===== config.mk =====
export PLATFORM = sky130hd
export DESIGN_NAME = y_row_line_fetcher
export DESIGN_NICKNAME = d
export VERILOG_FILES = /design/src/rtl/y_row_line_fetcher.sv
export SDC_FILE = /design/constraint.sdc
export NUM_CORES = 1
export LEC_CHECK = 0
export ABC_CLOCK_PERIOD_IN_PS = 2250
export BUFFER_PORTS_ARGS = -buffer_cell sky130_fd_sc_hd__buf_2
export CAP_MARGIN = 10
export CELL_PAD_IN_SITES_DETAIL_PLACEMENT = 0
export CELL_PAD_IN_SITES_GLOBAL_PLACEMENT = 2
export CORE_MARGIN = 5
export CORE_UTILIZATION = 18
export DETAILED_ROUTE_END_ITERATION = 8
export MAX_ROUTING_LAYER = met4
export PLACE_DENSITY_LB_ADDON = 0.15
export SLEW_MARGIN = 20
export SYNTH_ARGS = -nofsm -noshare
export SYNTH_HDL_FRONTEND = slang
export SYNTH_SLANG_ARGS = --single-unit

===== constraint.sdc =====
create_clock -name clock -period 2.25 [get_ports clock]
set_clock_uncertainty 0.15 [all_clocks]
set_input_delay 0.3375 -clock clock [delete_from_list [all_inputs] [get_ports clock]]
set_output_delay 0.3375 -clock clock [all_outputs]
set_load 0.03 [all_outputs]

===== src/rtl/y_row_line_fetcher.sv =====
// Row-number to Y-memory line-address fetcher: looks up a row's base line in the
// packed row-index table and streams LINES consecutive line addresses.
module y_row_line_fetcher #(
    parameter int unsigned ROW_W   = 16,
    parameter int unsigned MEM_W   = 256,
    parameter int unsigned ENTRY_W = 16,
    parameter int unsigned ADDR_W  = 11,
    parameter int unsigned IDX_AW  = 12,
    parameter int unsigned LINES   = 2
) (
    input  logic              clock,
    input  logic              reset,
    input  logic              req_valid,
    output logic              req_ready,
    input  logic [ROW_W-1:0]  req_row,
    input  logic              req_bypass,
    output logic              idx_rd_en,
    output logic [IDX_AW-1:0] idx_rd_addr,
    input  logic [MEM_W-1:0]  idx_rd_data,
    output logic              out_valid,
    input  logic              out_ready,
    output logic [ADDR_W-1:0] out_addr,
    output logic              out_last,
    output logic              out_done,
    output logic              busy
);

    localparam int unsigned EPW   = MEM_W / ENTRY_W;
    localparam int unsigned SEL_W = $clog2(EPW);
    localparam int unsigned K_W   = (LINES > 1) ? $clog2(LINES) : 1;

    localparam logic [2:0] S_IDLE     = 3'd0;
    localparam logic [2:0] S_IDX_RD   = 3'd1;
    localparam logic [2:0] S_IDX_WAIT = 3'd2;
    localparam logic [2:0] S_EMIT     = 3'd3;
    localparam logic [2:0] S_DONE     = 3'd4;

    localparam logic [K_W-1:0] K_LAST = K_W'(LINES - 1);

    logic [2:0]        state,       state_n;
    logic [SEL_W-1:0]  sel,         sel_n;
    logic [K_W-1:0]    k,           k_n;
    logic              req_ready_n;
    logic              idx_rd_en_n;
    logic [IDX_AW-1:0] idx_rd_addr_n;
    logic              out_valid_n;
    logic [ADDR_W-1:0] out_addr_n;
    logic              out_last_n;
    logic              out_done_n;
    logic              busy_n;

    // Next-state and next-output logic; every output is registered below.
    always_comb begin
        state_n       = state;
        sel_n         = sel;
        k_n           = k;
        req_ready_n   = req_ready;
        idx_rd_en_n   = 1'b0;
        idx_rd_addr_n = idx_rd_addr;
        out_valid_n   = out_valid;
        out_addr_n    = out_addr;
        out_last_n    = out_last;
        out_done_n    = 1'b0;
        busy_n        = busy;

        case (state)
            S_IDLE: begin
                if (req_valid && req_ready) begin
                    req_ready_n = 1'b0;
                    busy_n      = 1'b1;
                    // Bypass is checked before the sentinel so an all-ones direct address still emits.
                    if (req_bypass) begin
                        state_n     = S_EMIT;
                        out_valid_n = 1'b1;
                        out_addr_n  = req_row[ADDR_W-1:0];
                        out_last_n  = 1'b1;
                        k_n         = '0;
                    end else if (&req_row) begin
                        state_n    = S_DONE;
                        out_done_n = 1'b1;
                    end else begin
                        state_n       = S_IDX_RD;
                        idx_rd_en_n   = 1'b1;
                        idx_rd_addr_n = IDX_AW'(req_row >> SEL_W);
                        sel_n         = req_row[SEL_W-1:0];
                    end
                end
            end

            S_IDX_RD: begin
                state_n = S_IDX_WAIT;
            end

            S_IDX_WAIT: begin
                state_n     = S_EMIT;
                out_valid_n = 1'b1;
                out_addr_n  = idx_rd_data[sel*ENTRY_W +: ADDR_W];
                out_last_n  = (LINES == 1);
                k_n         = '0;
            end

            S_EMIT: begin
                if (out_ready) begin
                    if (out_last) begin
                        state_n     = S_IDLE;
                        out_valid_n = 1'b0;
                        out_last_n  = 1'b0;
                        req_ready_n = 1'b1;
                        busy_n      = 1'b0;
                    end else begin
                        // Address arithmetic wraps naturally at 2^ADDR_W.
                        k_n        = k + K_W'(1);
                        out_addr_n = out_addr + ADDR_W'(1);
                        out_last_n = (k_n == K_LAST);
                    end
                end
            end

            S_DONE: begin
                state_n     = S_IDLE;
                req_ready_n = 1'b1;
                busy_n      = 1'b0;
            end

            default: begin
                state_n     = S_IDLE;
                out_valid_n = 1'b0;
                out_last_n  = 1'b0;
                req_ready_n = 1'b1;
                busy_n      = 1'b0;
            end
        endcase
    end

    // State and output registers with synchronous active-low reset.
    always_ff @(posedge clock) begin
        if (!reset) begin
            state       <= S_IDLE;
            sel         <= '0;
            k           <= '0;
            req_ready   <= 1'b1;
            idx_rd_en   <= 1'b0;
            idx_rd_addr <= '0;
            out_valid   <= 1'b0;
            out_addr    <= '1;
            out_last    <= 1'b0;
            out_done    <= 1'b0;
            busy        <= 1'b0;
        end else begin
            state       <= state_n;
            sel         <= sel_n;
            k           <= k_n;
            req_ready   <= req_ready_n;
            idx_rd_en   <= idx_rd_en_n;
            idx_rd_addr <= idx_rd_addr_n;
            out_valid   <= out_valid_n;
            out_addr    <= out_addr_n;
            out_last    <= out_last_n;
            out_done    <= out_done_n;
            busy        <= busy_n;
        end
    end

endmodule

### After elaboration in Yosys (flattened, before gate mapping)

Cells that the tools add are included.

| word-level totals | value |
|---|---|
| bits in registers | 37 |
| logic and storage cells | 75 |

| cells by class | value |
|---|---|
| mux-type cells | 32 |
| reduce and logical (&&, ||, !) cells | 13 |
| eq/ne operators | 9 |
| bitwise logic cells | 7 |
| $add $sub $neg | 2 |
| shift-type cells | 1 |

Operator list:

| cell | count |
|---|---|
| $shiftx 256x9->11 | 1 |
| $mux 11 | 4 |
| $pmux 11 s3 | 1 |
| $mux 1 | 16 |
| $reduce_and 16->1 | 1 |
| $mux 3 | 5 |
| $pmux 1 s3 | 4 |
| $pmux 3 s4 | 1 |
| $reduce_and 4->1 | 3 |
| $add 11x1->11 const B | 1 |
| $ne 2x2->1 const B | 5 |
| $reduce_and 5->1 | 2 |
| $not 1->1 | 7 |
| $eq 3x2->1 const B | 2 |
| $pmux 1 s4 | 1 |
| $reduce_or 2->1 | 2 |
| $reduce_or 4->1 | 1 |
| $eq 3x1->1 const B | 1 |
| $eq 3x3->1 const B | 1 |
| $logic_not 3->1 | 1 |
| $reduce_and 3->1 | 1 |
| $reduce_bool 3->1 | 1 |
| $add 1x1->1 const B | 1 |
| $logic_and 1x1->1 | 1 |

### Depth between registers and ports, before layout

| logic depth | value |
|---|---|
| depth after elaboration | 5 |
| depth in mapped cells | 8 |

### Worst setup path after synthesis

OpenSTA, ideal clock, no wires.

| timing | value |
|---|---|
| path kind | register to register |
| from | register req_ready |
| to | register out_addr[10] |
| arrival time | 1.681 ns |
| clock period less this slack | 1.953 ns |
| cell stages (with the launch flop) | 6 |
| data required time | 1.978 ns |
| path buffers | 1 |
| path slack | 0.297 ns |
| cells stage by stage | dfxtp_1 -> a211o_1 -> a21oi_1 -> or3b_4 -> buf_6 -> o32a_1 |

| on the way | value |
|---|---|
| word-level cells in the longest chain between the ends | 3 |

Ends and longest elaborated chain:

| what | line | text |
|---|---|---|
| start, declared | 14 | `output logic req_ready,` |
| start signal, assigned | 153 | `req_ready <= req_ready_n;` |
| $logic_and 1x1->1 | 68 | `if (req_valid && req_ready) begin` |
| $ne 2x2->1 (no source line) | n/a |  |
| $reduce_and 5->1 (no source line) | n/a |  |
| end signal, assigned | 157 | `out_addr <= out_addr_n;` |
| end, declared | 22 | `output logic [ADDR_W-1:0] out_addr,` |

Every way passes these cells.
A chain may end at the register's enable or synchronous reset.

### Final worst setup path

| timing | value |
|---|---|
| from | register sel[0] |
| to | register out_addr[6] |

| on the way | value |
|---|---|
| word-level cells in the longest chain between the ends | 2 |

Ends and longest elaborated chain:

| what | line | text |
|---|---|---|
| start, declared | 41 | `logic [SEL_W-1:0] sel, sel_n;` |
| start signal, assigned | 151 | `sel <= sel_n;` |
| $shiftx 256x9->11 | 97 | `out_addr_n = idx_rd_data[sel*ENTRY_W +: ADDR_W];` |
| $pmux 11 s3 | 66 | `case (state)` |

Every way passes these cells.

==> flow_summary.json <==
{
  "outcome": "completed",
  "wl_mm": 16.22,
  "vias": 4060,
  "drive_above_1_share_pct": 44.55,
  "num-nets-final": 919,
  "synth_edf_count": 0,
  "gp_congestion": 0.7710,
  "syn_area_mm2": 0.003387,
  "rrSetupSlack_ps": 170,
  "critical_path_class": "reg2reg",
  "portBuffers": 225,
  "fin_util_pct": 27.14,
  "synth-warning-count": 0,
  "startpoint_type": "flop",
  "synthArstFlopShare_pct": 0,
  "die_w_um": 147.2,
  "ys_seq_elements": 37,
  "antenna_left": 0,
  "critPathRequiredTime_ps": 2270,
  "leakage_nw": 2.117,
  "total_power_mw": 3.377,
  "wl_per_cell_um": 18.47,
  "dr.pass1.iters": 4,
  "finalSetupViolations": 0,
  "ys_seq_area_share_pct": 21.87,
  "synthesis.nets": 690,
  "synth.avg_cell_area_um2": 8.221,
  "mostFrequentLayoutCells": "buf_2, mux2i_1, nand2_1, dfxtp_1, nand3_1",
  "syn_to_final_growth_pct": 49.39,
  "die_y_um": 147.2,
  "final_area_mm2": 0.005060,
  "synth_area_leaders": "dfxtp_1, mux2i_1, a22oi_1",
  "synth_ff_type": "dfxtp_1",
  "cap_violations": 0,
  "cts_buffers": 5,
  "die_area_mm2": 0.02166,
  "totalNegativeSetupSlack_ps": 0,
  "yosysTopAreaCellShare_pct": 21.87,
  "htreeDepth": 2,
  "clkLatencyLatePin_ps": 280,
  "maxSlewViolCount": 0,
  "fmax_mhz": 480.4,
  "fin_crit_sh_pct": 92.51,
  "grt_max_degree": 37,
  "grt_pass1_wl_mm": 24.56,
  "cp-end-kind": "flop",
  "reg2reg_from": "sel[0]",
  "cts_hold_buf": 0,
  "grtUsageTotal_pct": 14.65,
  "cts_root_buf": "clkbuf_16",
  "multi_input_area_mm2": 0.002460,
  "synth_cell_types": 58,
  "ctsResizeCount": 0,
  "coreArea_mm2": 0.01864,
  "overflow": 0,
  "finalNonFillerCells": 878,
  "drt-initial-drc-count": 161,
  "crit_path_end": "out_addr[6]",
  "reg2reg_depth": 5,
  "rsz0062_at_grt": "false",
  "grt_pass1_vias": 4320,
  "start_util_pct": 18.17,
  "synth_top_area_cell": "dfxtp_1",
  "clock_path_buffers": 2,
  "viasPerCell": 4.624,
  "drc": 0,
  "hold_path.class": "in2reg",
  "path_clk_slew_ps": 60,
  "worst_pin_slew_ps": 594.4,
  "cp.arrival_ps": 2100,
  "seqCellArea_um2": 744.5,
  "io_pins": 306,
  "fill_cells": 2096,
  "r2r-end": "out_addr[6]",
  "cts_sinks": 37,
  "path_max_fanout": 36,
  "dp_hpwl_mm": 13.65,
  "dpl_cell_area_mm2": 0.004887,
  "power-per-cell-area_mw_per_mm2": 667.4,
  "fin_crit_ps": 2081,
  "netlist_instances": 412,
  "cp-startpoint": "sel[0]",
  "dp_cells": 868,
  "post-cts-setup-buffers": 0,
  "peakVddDrop_v": 0.0003074,
  "max-slew-margin-rel_pct": 60.20,
  "antenna_found_initial": 2,
  "num_rows": 50,
  "layout_commonest_cell": "buf_2",
  "cts_tree": "built",
  "hold_viol": 0
}
-- synth_stat cells, types with 6 or more instances --
| master | n |
|---|---|
| a22oi_1 | 28 |
| a21boi_1 | 10 |
| dfxtp_1 | 37 |
| nand2_1 | 40 |
| o21ai_0 | 12 |
| o32a_1 | 8 |
| nor2b_1 | 15 |
| a21boi_0 | 6 |
| mux2i_1 | 68 |
| nand4_1 | 7 |
| clkbuf_1 | 12 |
| nand3_1 | 30 |
| a21oi_1 | 10 |
| a211oi_1 | 6 |
| buf_2 | 15 |
| o22ai_1 | 6 |
| nor2_1 | 14 |
| mux2_2 | 13 |
-- cells by family (layout without fill, tap and decap cells) --
family | Yosys count | after routing | share of synthesized area (%)
multiplexers | 81 | 81 | 24.42
XOR/XNOR | 9 | 9 | 2.327
AO/OA/AOI/OAI | 115 | 115 | 24.79
buffers and inverters | 36 | 266 | 5.541
adder cells (fa/ha/maj) | 1 | 1 | 0.3694
flip-flops | 37 | 37 | 21.87
other | 0 | 2 | 0
AND/OR/NAND/NOR | 133 | 133 | 20.69
-- how the worst min path moves through the flow --
| stage | from | end | slack (ps) | depth (start not counted) |
|---|---|---|---|---|
| floorplan | req_bypass | state[1] | 330 | 2 |
| global placement | out_valid | out_valid | 290 | 2 |
| detailed placement | out_valid | out_valid | 290 | 2 |
| CTS | req_row[14] | idx_rd_addr[10] | 170 | 3 |
| global route | req_row[14] | idx_rd_addr[10] | 190 | 3 |
| finish | req_row[12] | idx_rd_addr[8] | 180 | 3 |
-- worst max-delay path, stage by stage (launching register included) --
cell and delay [ps]:
dfxtp_4 550, buf_12 290, mux2i_1 300, a22oi_1 120, a32o_1 260, o32a_1 280
-- power by group --
group / switching, mW / leakage [nW] / total, mW / internal [mW]
Sequential: 0.136 / 0.304 / 0.903 / 0.767
Clock: 0.290 / 0.0782 / 0.770 / 0.480
Combinational: 0.957 / 1.73 / 1.70 / 0.747
Total: 1.38 / 2.12 / 3.38 / 1.99
-- registers in the layout, indices dropped and copies added, names as in the netlist, 3 cells and up --
signal,count
out_addr,11
sel,4
state,3
idx_rd_addr,12
-- layout make-up --
| type | instances | area share, % |
|---|---|---|
| multi-input cells | 339 | 48.62 |
| repair buffers | 256 | 27.35 |
| flip-flops and latches | 37 | 14.71 |
| well taps | 234 | 5.786 |
| clock buffers | 6 | 2.967 |
| clock inverters | 2 | 0.3215 |
| inverters | 2 | 0.1484 |
| diodes | 2 | 0.09891 |
-- layer usage --
layer	share of wire (%)	global-route usage [%]
met3	7.5	4.257
met2	49	25.25
met5	0	-
met1	43	17.61
met4	0.35	1.538
-- metrics by stage --
stage,worst slack (ps),hold slack (ps)
finish,168.5,178.5
detailed placement,144.3,290.4
CTS,109.1,173.0
floorplan,297.4,327.7
global placement,145.9,292.9
global route,7.803,186.3
Note: power is estimated with default switching activity, not from simulation.
